`src/rtl/mem_wb_stage.sv`:
```
// MEM/WB pipeline register and write-back datapath: load lane extraction,
// sign/zero extension, misaligned-load detection and retired-instruction count.
module mem_wb_stage (
  input  logic        clk,
  input  logic        reset,
  input  logic        Stall,
  input  logic        Flush,
  input  logic        MemValid,
  input  logic        MemRegWrite,
  input  logic        MemToReg,
  input  logic [2:0]  MemLoadType,
  input  logic [4:0]  MemWriteRegister,
  input  logic [31:0] MemReadData,
  input  logic [31:0] ALUResult,
  output logic [4:0]  WriteRegister,
  output logic [31:0] WriteData,
  output logic        RegisterWrite,
  output logic        AlignError,
  output logic [31:0] RetireCount
);

  typedef enum logic [2:0] {
    LdW  = 3'b000,
    LdH  = 3'b001,
    LdHu = 3'b010,
    LdB  = 3'b011,
    LdBu = 3'b100
  } loadType_e;

  logic        validQ;
  logic        regWriteQ;
  logic        memToRegQ;
  logic [2:0]  loadTypeQ;
  logic [4:0]  writeRegisterQ;
  logic [31:0] readDataQ;
  logic [31:0] aluResultQ;
  logic [31:0] retireCountQ;

  logic [1:0]  offset;
  logic [7:0]  byteSel;
  logic [15:0] halfSel;
  logic [31:0] loadData;
  logic        misaligned;

  // Pipeline register: flush inserts a bubble, stall holds, otherwise capture
  always_ff @(posedge clk or negedge reset) begin
    if (!reset) begin
      validQ         <= 1'b0;
      regWriteQ      <= 1'b0;
      memToRegQ      <= 1'b0;
      loadTypeQ      <= '0;
      writeRegisterQ <= '0;
      readDataQ      <= '0;
      aluResultQ     <= '0;
    end else if (Flush) begin
      validQ         <= 1'b0;
      regWriteQ      <= 1'b0;
      memToRegQ      <= 1'b0;
      loadTypeQ      <= '0;
      writeRegisterQ <= '0;
      readDataQ      <= '0;
      aluResultQ     <= '0;
    end else if (!Stall) begin
      validQ         <= MemValid;
      regWriteQ      <= MemRegWrite;
      memToRegQ      <= MemToReg;
      loadTypeQ      <= MemLoadType;
      writeRegisterQ <= MemWriteRegister;
      readDataQ      <= MemReadData;
      aluResultQ     <= ALUResult;
    end
  end

  // Retire counter: a valid instruction leaves WB when it is not held, or when flushed out
  always_ff @(posedge clk or negedge reset) begin
    if (!reset) begin
      retireCountQ <= '0;
    end else if (validQ && (!Stall || Flush)) begin
      retireCountQ <= retireCountQ + 32'd1;
    end
  end

  // Big-endian lane selection and extension of the load data
  always_comb begin
    offset  = aluResultQ[1:0];
    byteSel = '0;
    case (offset)
      2'd0: byteSel = readDataQ[31:24];
      2'd1: byteSel = readDataQ[23:16];
      2'd2: byteSel = readDataQ[15:8];
      default: byteSel = readDataQ[7:0];
    endcase
    halfSel = offset[1] ? readDataQ[15:0] : readDataQ[31:16];

    loadData   = readDataQ;
    misaligned = (offset != 2'd0);
    case (loadTypeQ)
      LdH: begin
        loadData   = {{16{halfSel[15]}}, halfSel};
        misaligned = offset[0];
      end
      LdHu: begin
        loadData   = {16'h0000, halfSel};
        misaligned = offset[0];
      end
      LdB: begin
        loadData   = {{24{byteSel[7]}}, byteSel};
        misaligned = 1'b0;
      end
      LdBu: begin
        loadData   = {24'h000000, byteSel};
        misaligned = 1'b0;
      end
      default: begin
        loadData   = readDataQ;
        misaligned = (offset != 2'd0);
      end
    endcase
  end

  // Write-back port driven purely from registered state
  always_comb begin
    AlignError    = validQ & memToRegQ & misaligned;
    WriteData     = memToRegQ ? loadData : aluResultQ;
    WriteRegister = writeRegisterQ;
    RegisterWrite = validQ & regWriteQ & ~AlignError;
    RetireCount   = retireCountQ;
  end

endmodule
```
`config.mk`:
```
export PLATFORM = sky130hd
export DESIGN_NAME = mem_wb_stage
export DESIGN_NICKNAME = d
export VERILOG_FILES = /design/src/rtl/mem_wb_stage.sv
export SDC_FILE = /design/constraint.sdc
export NUM_CORES = 1
export LEC_CHECK = 0
export ABC_AREA = 1
export CORE_MARGIN = 3
export CORE_UTILIZATION = 46
export CTS_BUF_LIST = sky130_fd_sc_hd__clkbuf_4 sky130_fd_sc_hd__clkbuf_8 sky130_fd_sc_hd__clkbuf_16
export DETAILED_ROUTE_END_ITERATION = 16
export PLACE_DENSITY = 0.79
export REMOVE_ABC_BUFFERS = 1
export SETUP_SLACK_MARGIN = 0.1
export SYNTH_ARGS = -nofsm -noshare
export SYNTH_HDL_FRONTEND = slang
export SYNTH_SLANG_ARGS = --single-unit
```
`constraint.sdc`:
```
create_clock -name clk -period 1.3 [get_ports clk]
set_input_delay 0.13 -clock clk [delete_from_list [all_inputs] [get_ports clk]]
set_output_delay 0.13 -clock clk [all_outputs]
set_load 0.03 [all_outputs]
```
==> summary.txt, run 1 <==
Logic synthesis
  • Synth warn: 0
  • Mapped Area: 6210 um^2
  • Top cell type's share of synthesized area: 43.1%
  • Cell taking the most area after synthesis: dfrtp_1
  • Yosys cell types: 31
  • Post-synthesis area per instance: 7.03 um^2
  • Synth Register Bits: 107
  • Synth area leaders: dfrtp_1 (43%), nand2_1 (13%), nor2_1 (9.0%)
  • Sequential-to-total area share from yosys stat: 43.1%
  • Post-synthesis instance total: 884

Placed design
  • Pre-CTS setup slack: -0.441 ns
  • Detail Placement HPWL: 14.2 mm
  • Final Wtd Congestion: 0.932
  • PortBufs: 149

Final layout
  • Final Util: 80.2%
  • Syn-to-layout area delta: 66.9%
  • N_diodes: 0
  • Layout Nets: 1233
  • Commonest cells after routing, fill and taps aside: nand2_1 (157), nor2_1 (110), buf_6 (94)
  • Commonest non-fill, non-tap cell in the layout: nand2_1
  • Share of cells above drive strength 1: 36.4%

Timing
  • Hold_ws: 0.169 ns
  • Final slew viol count: 0
  • Worst Setup Slack, final: -0.812 ns
  • Post-layout min period: 2.11 ns
  • RSZ-0062 raised after global routing: yes
  • Slew margin rel.: 74.2%
  • Worst Max-Slew Pin Slew: 0.387 ns
  • Setup violators final: 71
  • Max frequency: 473 MHz
  • Hold Violations, Final: 0
  • Final worst-path cycle share: 162%
  • Clk_skew: 0.0196 ns

Detailed routing
  • Routed via count: 7768
  • WL/cell: 20.5 um
  • Final WL: 27.3 mm
  • Antenna-violating nets left: 0
  • Drt drc: 0
  • Via density: 5.84
  • Initial DRC count: 1114
  • Drt first pass iters: 6

Floorplan
  • # IOs: 150
  • Core Footprint: 12900 um^2
  • Row Count: 41
  • Die Y: 122 um
  • Die ar.: 14900 um^2
  • Initial core utilization: 48.1%
  • Die width: 122 um

Critical path
  • Critical path cell sequence: inv_2 > nand3_2 > nand2_4 > nor2_4 > buf_12 > a21oi_1 > a21oi_2 > buf_4 > buf_12
  • CP Capture Type: output port
  • Critical path peak fanout: 11
  • Slowest CP cell: dfrtp_1
  • Worst Setup Path Type: reg -> out
  • Startpoint types: flop
  • Req. time, crit path: 1.17 ns
  • CP delay by family, top: buffers and inverters
  • CP max stage delay: 0.44 ns
  • Crit path DAT: 1.98 ns
  • WP buf/inv: 4
  • Most used cell, CP: buf_12

Pwr
  • PwrDens: 988 nW/um^2
  • Leak: 4.97 nW
  • Power consumption: 0.0102 W
  • Worst IR Drop VDD: 1.19 mV

Outcome
  • Status: finished with violations
  • Failing checks: negative setup slack

CTS
  • CTS Buf Count: 9
  • Maximum clock path buffer count: 2
  • H-Tree Depth: 3
  • CTS root buf: clkbuf_16
  • CTS tree: done
  • Clock Latency Late Sink: 0.38 ns
  • Clock Sinks: 107
  • Clock transition at path regs: 0.09 ns

Flow run
  • Max_cap viols: 0

GRT
  • Pin count of the biggest net entering global routing: 45
  • Initial antenna violation count: 0
  • First-pass GRT wire length: 35.7 mm
  • GRT Total Usage: 30.5%
  • Total global routing overflow: 0
  • Vias in the first global route: 6903

Min path
  • Hold crit path type: in -> async
## cell type report
| cell class | instances | area, um^2 |
|---|---|---|
| Sequential cell | 107 | 2700 |
| Inverter | 93 | 367 |
| Tap cell | 172 | 215 |
| Clock buffer | 9 | 225 |
| Clock inverter | 7 | 68.8 |
| Timing Repair Buffer | 302 | 3150 |
| Multi-Input combinational cell | 640 | 3650 |
| Fill cell | 754 | 2550 |
## per-layer routing
layer	track usage, %	vias to the layer above	routed length [um]
met3	6.31	185	2660
met4	12.5	0	1730
met2	49.0	638	13100
li1	-	3334	-
met5	0	-	0
met1	40.4	3611	9830
## cells in the mapped netlist (all sizes together)
cell type and n:
nand3b 4, ha 1, buf 24, a21oi 43, clkbuf 20, dfrtp 107, nor2 157, nand2 220
o21a 1, nand3 98, nor3 3, xnor2 5, xor2 11, nand4 6, o21ai 90, o211ai 1
inv 93
## path summary, 6_finish.rpt
path	slack, ns	endpoint	cells after the start	from
setup / recovery	-0.81	WriteData[13]	9	loadTypeQ[0]
hold / removal	0.17	RetireCount[28]	2	reset
setup reg to reg	-0.38	RetireCount[17]	10	RetireCount[0]
hold reg to reg	0.52	aluResultQ[25]	2	aluResultQ[25]
max in group asynchronous	0.50	aluResultQ[1]	3	reset
min in group clk	0.33	aluResultQ[11]	3	ALUResult[11]
## kinds of logic after synthesis
family / after synthesis / share of synthesized area (%)
adder cells (fa/ha/maj): 1 / 0.201
buffers and inverters: 137 / 9.16
AO/OA/AOI/OAI: 135 / 11.6
XOR/XNOR: 16 / 2.25
flip-flops: 107 / 43.1
AND/OR/NAND/NOR: 488 / 33.7
## timing repair
| item | CTS | global route |
|---|---|---|
| cloned | 0 | 1 |
| buffers inserted | 28 | 44 |
| resized for setup | 301 | 181 |
| endpoints found under the hold margin | 107 | 0 |
| pin swaps | 52 | 55 |
| hold buffers | 1 | 0 |
| setup endpoints to repair | 97 | 112 |
## power by group
part	switching, W	total (W)	internal, W
clock network	0.00142	0.00291	0.00149
registers	0.000206	0.00375	0.00354
logic	0.00186	0.00359	0.00173
total	0.00349	0.0102	0.00676
## stage by stage
step	instance area (um^2)	TNS (ns)	std cells
2_1_floorplan	6000	-72.40	840
3_3_place_gp	8600	-24.41	1258
3_5_place_dp	8600	-27.55	1258
4_1_cts	9550	-23.41	1297
5_1_grt	10400	-34.79	1330
6_report	10400	-31.64	1330
## state kept, by name (all words and copies together) (netlist names)
signal         cells
aluResultQ        32
validQ             1
loadTypeQ          3
WriteRegister      5
readDataQ         32
memToRegQ          1
regWriteQ          1
RetireCount       32
No activity file was read; power rests on OpenSTA's default activity.
==> inputs of run 2 (changes only) <==
--- a/config.mk
+++ b/config.mk
@@ -7,10 +7,11 @@
 export LEC_CHECK = 0
 export ABC_AREA = 1
 export CORE_MARGIN = 3
-export CORE_UTILIZATION = 46
+export CORE_UTILIZATION = 60
 export CTS_BUF_LIST = sky130_fd_sc_hd__clkbuf_4 sky130_fd_sc_hd__clkbuf_8 sky130_fd_sc_hd__clkbuf_16
 export DETAILED_ROUTE_END_ITERATION = 16
-export PLACE_DENSITY = 0.79
+export DONT_BUFFER_PORTS = 1
+export PLACE_DENSITY = 0.77
 export REMOVE_ABC_BUFFERS = 1
 export SETUP_SLACK_MARGIN = 0.1
 export SYNTH_ARGS = -nofsm -noshare
==> constraint.sdc (replaced) <==
create_clock -name clk -period 2.5 [get_ports clk]
set_input_delay 0.25 -clock clk [delete_from_list [all_inputs] [get_ports clk]]
set_output_delay 0.25 -clock clk [all_outputs]
set_load 0.03 [all_outputs]
==> summary.txt, run 2 (synthesis gave the netlist of run 1 again) <==
Floorplan
  • Row Count: 36
  • Die ar.: 11600 um^2
  • Die Y: 108 um
  • Core Footprint: 9910 um^2
  • # IOs: 150
  • Die width: 108 um
  • Initial core utilization: 62.7%

Critical path
  • CP max stage delay: 0.38 ns
  • Slowest CP cell: dfrtp_1
  • Startpoint types: flop
  • Reg-to-reg endpoint: RetireCount[14]
  • Req. time, crit path: 2.25 ns
  • Critical path cell sequence: inv_1 > nand3_1 > nand2_2 > nor2_4 > clkbuf_16 > a21oi_1 > a21oi_1 > buf_4
  • Register-to-Register Path Depth: 8
  • CP Capture Type: output port
  • Worst setup path start: loadTypeQ[1]
  • R2R Setup Slk: 0.67 ns
  • FF-to-FF Start: RetireCount[0]
  • Critical path peak fanout: 14
  • Most used cell, CP: a21oi_1
  • Worst Setup Path Type: reg -> out
  • Crit path DAT: 2.05 ns

Final layout
  • Multi-input logic area: 2980 um^2
  • Layout Cells excl Fill: 1028
  • Commonest cells after routing, fill and taps aside: nand2_1 (212), nor2_1 (149), dfrtp_1 (106)
  • Syn-to-layout area delta: 8.29%
  • Commonest non-fill, non-tap cell in the layout: nand2_1
  • Share of cells above drive strength 1: 10.3%
  • FILL cells: 877
  • Layout Nets: 970
  • Register area: 2680 um^2
  • Final Util: 67.9%
  • N_diodes: 0

Pwr
  • Comb pwr share: 18.4%
  • P_sw: 0.00128 W
  • Sw frac: 32.8%
  • Leak: 3.24 nW
  • Clk pwr share: 29.4%
  • Worst IR Drop VDD: 0.415 mV
  • Internal power: 0.00261 W
  • Flop pwr share: 52.2%
  • PwrDens: 578 nW/um^2

Detailed routing
  • Initial DRC count: 452
  • Drt first pass iters: 5
  • Via density: 5.63
  • Final WL: 16.5 mm
  • Antenna-violating nets left: 0
  • Drt drc: 0
  • WL/cell: 16.0 um
  • Routed via count: 5790

Flow run
  • Max_cap viols: 0

GRT
  • First-pass GRT wire length: 26.6 mm
  • Initial antenna violation count: 0
  • Pin count of the biggest net entering global routing: 108
  • Vias in the first global route: 5405
  • GRT Total Usage: 28.7%
  • Total global routing overflow: 0

Outcome
  • Status: finished with violations
  • Failing checks: negative hold slack

CTS
  • Clock Sinks: 107
  • CTS Buf Count: 9
  • Clock Latency Late Sink: 0.37 ns
  • Clock transition at path regs: 0.10 ns
  • Maximum clock path buffer count: 2
  • CTS root buf: clkbuf_8
  • H-Tree Depth: 3
  • CTS tree: done

Placed design
  • PortBufs: 0
  • Detail Placement HPWL: 11.5 mm
  • Inst Count DP: 1004
  • Final Wtd Congestion: 0.918

Timing
  • Final worst-path cycle share: 91.8%
  • Slew margin rel.: 55.1%
  • Clk_skew: 0.00826 ns
  • RSZ-0062 raised after global routing: no
  • Setup TNS: 0 ns
  • Hold Violations, Final: 107
  • Post-layout min period: 2.30 ns
  • Worst Max-Slew Pin Slew: 0.673 ns
  • Hold_ws: -0.442 ns
  • Final slew viol count: 0
  • Max frequency: 436 MHz
  • Setup violators final: 0

Min path
  • Hold crit path type: in -> async
==> run 2: layer usage <==
metal | wire (um) | GRT usage (%)
met5 | 0 | 0
met2 | 7400 | 42.3
met4 | 159 | 6.58
met1 | 7430 | 42.8
met3 | 1470 | 7.08
==> run 2: final cells by class <==
class | count | share of cell area (%)
Multi-Input combinational cell | 640 | 44.2
Clock inverter | 3 | 0.688
Timing Repair Buffer | 39 | 4.95
Inverter | 93 | 5.37
Clock buffer | 13 | 2.47
Tap cell | 133 | 2.47
Sequential cell | 107 | 39.8
==> run 2: through the flow <==
stage / power, W / setup slack [ns] / hold WS, ns / instance area (um^2)
final: 0.00389 / 0.204 / -0.442 / 6730
after global routing: 0.00407 / 0.0835 / -0.466 / 6730
after CTS: 0.00387 / 0.139 / -0.453 / 6640
after detailed placement: 0.00274 / 0.314 / -0.0433 / 6420
after global placement: 0.00272 / 0.395 / -0.0434 / 6420
after floorplan: 0.00253 / 0.122 / -0.0456 / 6000
==> run 2: what timing repair did <==
| action | in CTS | in global routing |
|---|---|---|
| setup buffers | 0 | 7 |
| cloned | 0 | 1 |
| endpoints found under the setup margin | 28 | 28 |
| gates resized for setup | 2 | 5 |
| pin swaps | 0 | 3 |
| hold endpoints to repair | 107 | 107 |
==> run 2: critical path: cells and delay by family, from the launching register on <==
kind | cells | cell delay (ns)
compound gates | 2 | 0.24
buf+inv | 3 | 0.50
flops | 1 | 0.38
simple gates | 3 | 0.54
==> run 2: power groups by stage <==
| stage | logic (W) | registers (W) | clock network [W] |
|---|---|---|---|
| 6_report | 0.000716 | 0.00203 | 0.00114 |
| 5_1_grt | 0.000794 | 0.00205 | 0.00123 |
| 4_1_cts | 0.000679 | 0.00203 | 0.00116 |
| 3_5_place_dp | 0.000674 | 0.00206 | 0 |
| 3_3_place_gp | 0.000663 | 0.00206 | 0 |
| 2_1_floorplan | 0.000487 | 0.00204 | 0 |
==> run 2: worst max-delay path by stage <==
| stage | end | slack [ns] |
|---|---|---|
| 2_1_floorplan | RetireCount[13] | 0.12 |
| 3_3_place_gp | WriteData[17] | 0.40 |
| 3_5_place_dp | WriteData[31] | 0.31 |
| 4_1_cts | WriteData[20] | 0.14 |
| 5_1_grt | WriteData[16] | 0.08 |
| 6_report | WriteData[13] | 0.20 |
==> inputs of run 3 (changes only) <==
==> constraint.sdc (replaced) <==
create_clock -name clk -period 2.9 [get_ports clk]
set_input_delay 0.29 -clock clk [delete_from_list [all_inputs] [get_ports clk]]
set_output_delay 0.29 -clock clk [all_outputs]
set_load 0.03 [all_outputs]
==> summary.txt, run 3 (synthesis gave the netlist of run 1 again) <==
Final layout
  • N_diodes: 0
  • Commonest non-fill, non-tap cell in the layout: nand2_1
  • Layout Cells excl Fill: 1009
  • Commonest cells after routing, fill and taps aside: nand2_1 (213), nor2_1 (149), dfrtp_1 (106)
  • Final Util: 66.0%
  • Layout Nets: 952
  • Share of cells above drive strength 1: 8.11%
  • Final instance area: 6540 um^2
  • Syn-to-layout area delta: 5.25%

Placed design
  • Final Wtd Congestion: 0.912
  • Detail Placement HPWL: 11.6 mm
  • Pre-CTS setup slack: 0.551 ns
  • Inst Count DP: 990
  • PortBufs: 0
  • DP Area: 6310 um^2

Pwr
  • Internal power: 0.00214 W
  • Comb pwr share: 18.2%
  • PwrDens: 498 nW/um^2
  • Leak: 3.13 nW
  • P_sw: 0.00112 W
  • Sw frac: 34.4%
  • Worst IR Drop VDD: 0.286 mV
  • Flop pwr share: 54.0%
  • Clk pwr share: 27.8%

GRT
  • First-pass GRT wire length: 26.9 mm
  • Vias in the first global route: 5317
  • Total global routing overflow: 0
  • Initial antenna violation count: 0
  • Pin count of the biggest net entering global routing: 108
  • GRT Total Usage: 29.2%

Detailed routing
  • Final WL: 16.5 mm
  • Routed via count: 5782
  • Initial DRC count: 468
  • Drt drc: 0
  • WL/cell: 16.4 um
  • Via density: 5.73
  • Antenna-violating nets left: 0
  • Drt first pass iters: 5

CTS
  • Clock Sinks: 107
  • H-Tree Depth: 3
  • Maximum clock path buffer count: 2
  • Clock Latency Late Sink: 0.38 ns
  • CTS Buf Count: 9
  • CTS tree: done
  • CTS root buf: clkbuf_8
  • Clock transition at path regs: 0.10 ns

Timing
  • Final slew viol count: 0
  • Final worst-path cycle share: 89.6%
  • Clk_skew: 0.0153 ns
  • Max frequency: 385 MHz
  • Hold Violations, Final: 0
  • Setup TNS: 0 ns
  • Worst Max-Slew Pin Slew: 0.733 ns
  • Setup violators final: 0
  • Post-layout min period: 2.60 ns
  • Worst Setup Slack, final: 0.303 ns
  • RSZ-0062 raised after global routing: no
  • Slew margin rel.: 51.1%

Critical path
  • Req. time, crit path: 2.61 ns
  • Crit path DAT: 2.31 ns
  • Worst Setup Path Type: reg -> out
  • Startpoint types: flop
  • CP Capture Type: output port
  • Critical path peak fanout: 18

Outcome
  • Status: finished clean

Floorplan
  • Die ar.: 11600 um^2
  • Die Y: 108 um
  • Die width: 108 um
  • Row Count: 36
  • Core Footprint: 9910 um^2
  • # IOs: 150
  • Initial core utilization: 62.7%

Flow run
  • Max_cap viols: 0

Min path
  • Hold crit path type: in -> reg
-- run 3: repair_timing --
action | in CTS | in global routing
endpoints found under the setup margin | 0 | 30
buffers inserted | 0 | 2
hold buffers | 2 | 0
resized for setup | 0 | 1
endpoints found under the hold margin | 107 | 0
-- run 3: final timing paths --
check	cells after the start	from	slack, ns	to
max in group asynchronous	2	reset	1.97	RetireCount[1]
worst max register to register	7	validQ	1.05	RetireCount[24]
worst min register to register	2	aluResultQ[7]	0.52	aluResultQ[7]
worst max-delay path	6	aluResultQ[0]	0.30	WriteData[17]
worst min-delay path	2	ALUResult[11]	0.05	aluResultQ[11]
min in group asynchronous	2	reset	0.48	RetireCount[29]
-- run 3: cell type report --
| cell class | count | area (um^2) |
|---|---|---|
| Fill cell | 907 | 3370 |
| Inverter | 93 | 354 |
| Tap cell | 133 | 166 |
| Clock buffer | 9 | 124 |
| Timing Repair Buffer | 21 | 193 |
| Multi-Input combinational cell | 640 | 2970 |
| Clock inverter | 6 | 57.6 |
| Sequential cell | 107 | 2680 |
-- run 3: through the flow --
stage	hold slack, ns	power [W]
after global placement	-0.00336	0.00231
after global routing	0.0540	0.00341
after detailed placement	-0.00294	0.00233
after floorplan	-0.00559	0.00218
after CTS	0.0448	0.00327
final	0.0526	0.00326
-- run 3: power groups by stage --
stage / Sequential, W / Clock (W) / Combinational, W
finish: 0.00176 / 0.000906 / 0.000593
global route: 0.00177 / 0.000978 / 0.000660
CTS: 0.00176 / 0.000923 / 0.000587
detailed placement: 0.00178 / 0 / 0.000548
global placement: 0.00178 / 0 / 0.000530
floorplan: 0.00176 / 0 / 0.000420
-- run 3: critical path, cell delays in order, from the launching register on --
cell and delay, ns:
dfrtp_1 0.83, nand3_1 0.28, nand3_4 0.24, nand2_4 0.07, inv_4 0.20, a21oi_1 0.12, buf_4 0.18
-- run 3: per-layer routing --
layer  vias up  share of wire [%]  GRT usage [%]
li1       2774                  -              -
met1      2722                 44           42.3
met2       253                 45           41.8
met5         -                  0              0
met4         0                2.8           13.3
met3        33                8.1           6.48
